[src/rtl/lock_arb_pkg.sv]
// ============================================================================
// Module  : lock_arb_pkg
// Brief   : Shared types, default constants and helpers for lock_arbiter.
// Revision: 1.0 - initial release
// ============================================================================
`default_nettype none

package lock_arb_pkg;

  typedef enum logic [0:0] {
    IDLE  = 1'b0,
    OWNED = 1'b1
  } state_t;

  localparam int DEFAULT_TIMEOUT = 17;

  // Returns the index of the set bit; input is expected to be one-hot (N <= 16).
  function automatic int onehot_to_idx(input logic [15:0] oh);
    int idx;
    idx = 0;
    for (int i = 0; i < 16; i++) begin
      if (oh[i]) idx = i;
    end
    return idx;
  endfunction

endpackage

`default_nettype wire

[src/rtl/lock_arbiter_prio_pick.sv]
// ============================================================================
// Module  : prio_pick
// Brief   : Combinational first-one finder with a wrapping start index.
// Revision: 1.0 - initial release
// ============================================================================
`default_nettype none

module prio_pick #(
  parameter int N   = 4,
  parameter int IDW = $clog2(N)
) (
  input  logic [N-1:0]   vec_i,
  input  logic [IDW-1:0] start_i,
  output logic           found_o,
  output logic [IDW-1:0] idx_o
);

  always_comb begin
    int j;
    found_o = 1'b0;
    idx_o   = '0;
    j       = 0;
    for (int k = 0; k < N; k++) begin
      j = int'(start_i) + k;
      if (j >= N) j = j - N;
      if (!found_o && vec_i[j]) begin
        found_o = 1'b1;
        idx_o   = IDW'(j);
      end
    end
  end

endmodule

`default_nettype wire

[src/rtl/lock_arbiter.sv]
// ============================================================================
// Module  : lock_arbiter
// Brief   : N-requester locking arbiter with watchdog revocation and masking.
//           Define LOCK_ARB_ROUND_ROBIN_EN for rotating priority (default fixed).
// Revision: 1.0 - initial release
// ============================================================================
`default_nettype none

module lock_arbiter
  import lock_arb_pkg::*;
#(
  parameter int N       = 4,
  parameter int TIMEOUT = DEFAULT_TIMEOUT,
  parameter int IDW     = $clog2(N)
) (
  input  logic           CLK,
  input  logic           RST,
  input  logic [N-1:0]   REQ,
  output logic [N-1:0]   gnt,
  output logic           gnt_valid,
  output logic [IDW-1:0] gnt_id,
  output logic           timeout,
  output logic [IDW-1:0] timeout_id
);

`ifdef LOCK_ARB_ROUND_ROBIN_EN
  localparam bit ROUND_ROBIN = 1'b1;
`else
  localparam bit ROUND_ROBIN = 1'b0;
`endif

  localparam logic [15:0] WDOG_LIMIT = 16'(TIMEOUT - 1);

  state_t         state_q;
  logic [15:0]    wdog_q;
  logic [N-1:0]   mask_q;
  logic [IDW-1:0] last_q;
  logic [N-1:0]   gnt_q;
  logic [IDW-1:0] gnt_id_q;
  logic           timeout_q;
  logic [IDW-1:0] timeout_id_q;

  logic [N-1:0]   pick_vec;
  logic [IDW-1:0] rr_start;
  logic [IDW-1:0] start_d;
  logic           pick_found;
  logic [IDW-1:0] pick_idx;
  logic [N-1:0]   pick_oh;
  logic           owner_req;
  logic [IDW-1:0] owner_idx;

  // Excluding the current owner makes a release re-arbitrate among the others.
  assign pick_vec  = REQ & ~mask_q & ~gnt_q;
  assign rr_start  = (last_q == IDW'(N - 1)) ? '0 : last_q + 1'b1;
  assign start_d   = ROUND_ROBIN ? rr_start : '0;
  assign owner_req = |(REQ & gnt_q);
  assign owner_idx = IDW'(onehot_to_idx(16'(gnt_q)));

  always_comb begin
    pick_oh           = '0;
    pick_oh[pick_idx] = 1'b1;
  end

  prio_pick #(
    .N   (N),
    .IDW (IDW)
  ) u_pick (
    .vec_i   (pick_vec),
    .start_i (start_d),
    .found_o (pick_found),
    .idx_o   (pick_idx)
  );

  always_ff @(posedge CLK or posedge RST) begin
    if (RST) begin
      state_q      <= IDLE;
      wdog_q       <= '0;
      mask_q       <= '0;
      last_q       <= IDW'(N - 1);
      gnt_q        <= '0;
      gnt_id_q     <= '0;
      timeout_q    <= 1'b0;
      timeout_id_q <= '0;
    end else begin
      timeout_q <= 1'b0;
      mask_q    <= mask_q & REQ;
      case (state_q)
        IDLE: begin
          if (pick_found) begin
            gnt_q    <= pick_oh;
            gnt_id_q <= pick_idx;
            last_q   <= pick_idx;
            wdog_q   <= '0;
            state_q  <= OWNED;
          end
        end
        OWNED: begin
          if (!owner_req) begin
            wdog_q <= '0;
            if (pick_found) begin
              gnt_q    <= pick_oh;
              gnt_id_q <= pick_idx;
              last_q   <= pick_idx;
            end else begin
              gnt_q    <= '0;
              gnt_id_q <= '0;
              state_q  <= IDLE;
            end
          end else if (wdog_q == WDOG_LIMIT) begin
            // Revoked owner stays masked until it drops its request.
            gnt_q        <= '0;
            gnt_id_q     <= '0;
            wdog_q       <= '0;
            timeout_q    <= 1'b1;
            timeout_id_q <= owner_idx;
            mask_q       <= (mask_q & REQ) | gnt_q;
            state_q      <= IDLE;
          end else begin
            wdog_q <= wdog_q + 16'd1;
          end
        end
        default: state_q <= IDLE;
      endcase
    end
  end

  assign gnt        = gnt_q;
  assign gnt_valid  = |gnt_q;
  assign gnt_id     = gnt_id_q;
  assign timeout    = timeout_q;
  assign timeout_id = timeout_id_q;

endmodule

`default_nettype wire

[config.mk]
export PLATFORM = sky130hd
export DESIGN_NAME = lock_arbiter
export DESIGN_NICKNAME = d
export VERILOG_FILES = /design/src/rtl/lock_arb_pkg.sv /design/src/rtl/lock_arbiter_prio_pick.sv /design/src/rtl/lock_arbiter.sv
export SDC_FILE = /design/constraint.sdc
export NUM_CORES = 1
export LEC_CHECK = 0
export BUFFER_PORTS_ARGS = -buffer_cell sky130_fd_sc_hd__buf_2
export CORE_ASPECT_RATIO = 0.5
export CORE_MARGIN = 2
export CORE_UTILIZATION = 54
export CTS_CLUSTER_DIAMETER = 50
export DETAILED_ROUTE_END_ITERATION = 12
export GPL_ROUTABILITY_DRIVEN = 0
export PLACE_DENSITY_LB_ADDON = 0.08
export SLEW_MARGIN = 25
export SYNTH_ARGS = -nofsm -noshare
export SYNTH_HDL_FRONTEND = slang
export SYNTH_SLANG_ARGS = --single-unit
[constraint.sdc]
create_clock -name CLK -period 2.09 [get_ports CLK]
set_input_delay 0.209 -clock CLK [delete_from_list [all_inputs] [get_ports CLK]]
set_output_delay 0.209 -clock CLK [all_outputs]
set_load 0.01 [all_outputs]
* Word-level counts from Yosys, hierarchy flattened
Cells that the tools add are included.
Word-level totals: flip-flop bits (word level) 30, word-level logic and storage cells 68, output and inout bits 10, input port bits 6
Cells by class: muxes and demuxes 36, add/sub/neg operators 1, bitwise logic cells 8, order comparisons 2, equality and inequality tests 3, reductions and logical operators 11
Operators with widths (count):
- 16-bit two-way mux | 3
- 16-bit one-hot mux with 2 select lines | 1
- 4-bit two-way mux | 7
- 16-bit by 1-bit adder with 16-bit output, second input constant | 1
- 4-bit bitwise AND | 4
- 16-bit by 5-bit equality test with 1-bit output, second input constant | 1
- 2-bit two-way mux | 8
- 1-bit two-way mux | 13
- 4-bit NOT | 2
- 4-bit one-hot mux with 2 select lines | 1
- 4-bit OR reduction | 2
- 1-bit logical AND | 4
- 4-bit bitwise OR | 1
- 2-bit one-hot mux with 2 select lines | 1
- 1-bit logical NOT | 3
- 2-bit by 3-bit < comparator with 1-bit output, second input constant | 1
- 3-bit by 2-bit != test with 1-bit output, second input constant | 1
- 3-bit AND reduction | 1
- 1-bit demux with 2-bit select | 1
- 2-bit by 1-bit greater-or-equal comparator with 1-bit output, second input constant | 1
- 2-bit != test, second input constant | 1
- 1-bit one-hot mux with 2 select lines | 1
- 2-bit AND reduction | 1
- 1-bit NOT | 1

* Logic depth before layout (Yosys ltp)
depth in word-level cells 20, mapped depth 7, gate-level depth less buffers 6

* Modules after synthesis
A second synthesis with hierarchy kept.
Unflattened totals: cells, all modules 161, area total of the unflattened synthesis 1597.8 sq um
Modules (own cells, without submodules):
- lock_arbiter | sequential area each 750.7 sq um, cells an instance 146, instances 1, area an instance 1520.2 sq um
- prio_pick | sequential area each 0.0 sq um, cells an instance 15, instances 1, area an instance 77.6 sq um

* Worst setup path before layout
No wires, ideal clock.
kind register to register, start register wdog_q[0], end register timeout_id_q[1], in the netlist timeout_id[1], cell stages (with the launch flop) 7, setup slack 435 ps, required time 1962 ps, path buffers 0, period minus slack after synthesis 1655 ps, arrival 1527 ps, setup time 128 ps, cells stage by stage dfrtp_1 > inv_1 > ha_1 > nor4b_2 > nand4_2 > nor2_4 > mux2_1
Between the ends: word-level cells in the longest chain between the ends 2
Ends and longest elaborated chain:
- start: declaration | RTL line lock_arbiter.sv:35 | logic [15:0] wdog_q;
- start signal: assignment | RTL line lock_arbiter.sv:119 | wdog_q <= wdog_q + 16'd1;
- 16-bit by 5-bit equality test with 1-bit output | RTL line lock_arbiter.sv:109 | end else if (wdog_q == WDOG_LIMIT) begin
- 3-bit AND reduction (no source line)
- end signal: assignment | RTL line lock_arbiter.sv:115 | timeout_id_q <= owner_idx;
- end: declaration | RTL line lock_arbiter.sv:41 | logic [IDW-1:0] timeout_id_q;
Every way passes these cells. A chain may end at the register's enable or synchronous reset.

* Worst setup path in the final report
start register wdog_q[0], end register wdog_q[6]
Between the ends: word-level cells in the longest chain between the ends 4, elaborated cells between the ends (all ways) 5, classes of those cells 1 x add/sub; 1 x eq/ne; 3 x mux
Ends and longest elaborated chain:
- 16-bit by 1-bit adder with 16-bit output / 16-bit by 5-bit equality test with 1-bit output (equally long branches) | RTL line lock_arbiter.sv:119, lock_arbiter.sv:109
- 16-bit two-way mux * | RTL line lock_arbiter.sv:109
- 16-bit two-way mux * | RTL line lock_arbiter.sv:98 | if (!owner_req) begin
- 16-bit one-hot mux with 2 select lines * | RTL line lock_arbiter.sv:87 | case (state_q)
Mark *: on every way between the ends. The rest lies on a longest branch, timed or not.

==> flow_summary_export.csv <==
group,metric,value,unit
cts,clockBufferDepth,2,
setup_path,critPathMaxStageDelay,0.40,ns
cts,cts.sinks,30,
cts,clock_latency,0.29,ns
synth,yosysUniqueCellTypes,45,
setup_path,reg2regPathDepth,7,
global_route,grt_pass1_vias,1257,
run_status,status,"complete, no violations",
synth,synth_area_per_cell,10.6,µm²
sta,slew_violations,0,
sta,fmax,528,MHz
min_path,holdPathStages,2,
pwr,vdd_drop_max,0.000676,V
pwr,p_leak,0.828,nW
setup_path,worstPathRequired,2.25,ns
routing,drt_iter0_markers,87,
sta,slew_headroom,0.676,
pwr,finalPower,2.35,mW
setup_path,cp-endpoint,"wdog_q[6]",
setup_path,startpoint,"wdog_q[0]",
setup_path,r2r_end,"wdog_q[6]",
run,maxCapViolations,0,
routing,post_drt_wl_per_cell,16.6,µm
synth,syn_area,1670,µm²
die,core_area,2980,µm²
min_path,hp-class,"input pin to register",
cts,clk_pin_slew,0.06,ns
die,die_w,82.6,µm
global_route,antenna_found_initial,0,
synth,synth_edf_count,0,
synth,yosysTopAreaCellShare,0.450,
layout,utilization,0.639,
setup_path,startpoint_type,"register",
global_route,grt_max_degree,31,
setup_path,critical_path_class,"register to register",
sta,rsz0062_at_grt,"no",
synth,synth_ff_type,"dfrtp_1",
synth,seq_area_frac_synth,0.450,
setup_path,worst-r2r-setup-slack,0.19,ns
layout,nets,186,
synth,async_flop_share,1.00,
sta,min_period,1.90,ns
setup_path,cp.arrival,2.05,ns
die,start_util,0.561,
cts,cts-buffers-inserted,5,
layout,drive_gt1_frac,0.230,
die,fp.dieH,43.3,µm
placed_design,pre_cts_ws,0.210,ns
cts,htreeDepth,2,
routing,firstDrtPassIters,4,
setup_path,path_cells,"inv_1 -> ha_1 -> nor4b_2 -> nand4_2 -> buf_4 -> a41oi_1 -> a31oi_1",
die,ios,16,
sta,tightest_slew,0.484,ns
synth,synth_top_cell_by_area,"dfrtp_1",
pwr,powerDensity,1240,nW/µm²
synth,synth_seq_cells,30,
cts,cts_root_buf,"clkbuf_8",
synth,netlist_instances,157,
placed_design,place_hpwl,2500,µm
placed_design,io_buffers,15,
die,num_rows,14,
sta,period_share,0.907,
global_route,grtUsageTotal,0.236,
synth,synth_fp_nets,165,
synth,ys_warn_count,0,
sta,fin_skew,0.00749,ns
sta,hold_viol,0,
global_route,overflow,0,
sta,fin_ws,0.194,ns
routing,num_vias,1337,
routing,route.detailed.drc,0,
synth,synth.area.top_cells,"dfrtp_1 45%, a22o_1 4.7%, a31oi_1 3.7%",
routing,via_per_inst,6.13,
sta,setup_viol,0,
setup_path,reg2reg_from,"wdog_q[0]",
layout,area_growth,13.9,%
routing,wirelength,3620,µm
sta,setup_tns,0,ns
setup_path,end_kind,"register",
global_route,grt_first_pass_wirelength,6100,µm
cts,tritoncts,"yes",
layout,antennaDiodeCount,0,
setup_path,crit_path_top_delay_cell,"dfrtp_1",
setup_path,path_max_fanout,8,
routing,ant_nets,0,
die,die_area,3580,µm²
-- registers in the layout, summed over array words and instances, names as in the netlist --
name and cells:
timeout 1, state_q 1, mask_q 4, timeout_id 2
gnt 4, gnt_id 2, wdog_q 16
-- through the flow --
step | hold slack, ns | area (µm²) | cells
finish | 0.176 | 1900 | 218
global route | 0.170 | 1900 | 218
CTS | 0.167 | 1900 | 218
detailed placement | 0.307 | 1780 | 210
global placement | 0.300 | 1780 | 210
floorplan | 0.300 | 1670 | 157
-- cells by family after synthesis --
family | share of synthesized area
AO/OA/AOI/OAI | 0.226
buffers and inverters | 0.0592
flip-flops | 0.450
XOR/XNOR | 0.0262
multiplexers | 0.00675
AND/OR/NAND/NOR | 0.217
adder cells (fa/ha/maj) | 0.0150
-- synth_stat cells (4+ instances only) --
library cell	instances
a21oi_1	5
a22o_1	9
a31oi_1	10
buf_2	4
dfrtp_1	30
inv_1	10
nand2_1	4
nand3_1	8
nand4_1	5
nor2_1	4
nor3b_1	4
o2bb2ai_1	6
-- where the power goes --
part           internal [mW]  switching, mW
clock                  0.381          0.215
combinational          0.391          0.532
sequential             0.699          0.136
total                   1.47          0.883
-- layer usage --
| layer | vias up | part of all wire | GRT usage |
|---|---|---|---|
| met4 | 0 | 0.018 | 0.0984 |
| li1 | 649 | - | - |
| met2 | 33 | 0.42 | 0.344 |
| met3 | 8 | 0.044 | 0.0702 |
| met1 | 647 | 0.52 | 0.331 |
| met5 | - | 0 | 0 |
-- cells in the final DEF, fill, tap and decap left out, types with 2 or more instances in the layout --
master      n
dfrtp_1    30
buf_2      15
inv_1      10
a31oi_1    10
a22o_1      9
nand3_1     8
o2bb2ai_1   6
clkbuf_8    6
buf_4       6
a21oi_1     5
nand4_1     5
nor3b_1     4
nor2_1      4
nand2_1     4
nor3_1      3
a21o_1      3
and3_1      3
o211ai_1    3
nor4_1      3
xnor2_1     3
or2_1       2
nor4b_2     2
and4_1      2
o41a_1      2
o21ai_1     2
or3_1       2
xor2_1      2
o31a_1      2
a41oi_1     2
ha_1        2
-- what timing repair did --
item                                    4_1_cts  5_1_grt
gates resized for setup                       0        1
endpoints found under the setup margin        0        1
endpoints found under the hold margin        25        0
hold buffers                                  1        0
setup buffers                                 0        0
-- final cells by class --
cell class	instances	area (µm²)
repair buffers	22	130
clock inverters	1	30.0
multi-input cells	109	821
flip-flops and latches	30	751
well taps	40	50.0
clock buffers	6	82.6
inverters	10	37.5
fillers	237	1080
-- critical path, delay by kind of cell (launching register included) --
kind                     cells  cell delay (ns)
flip-flops                   1             0.40
buffers and inverters        2             0.37
AND/OR/NAND/NOR              2             0.60
AO/OA/AOI/OAI                2             0.26
adder cells (fa/ha/maj)      1             0.15
-- worst min-delay path by stage --
stage / from / end / slack [ns]
after floorplan: RST / gnt[0] / 0.30
final: REQ[1] / mask_q[1] / 0.18
after CTS: REQ[1] / mask_q[1] / 0.17
after detailed placement: RST / timeout / 0.31
after global routing: REQ[1] / mask_q[1] / 0.17
after global placement: RST / timeout / 0.30
Note: power is estimated with default switching activity, not from simulation.
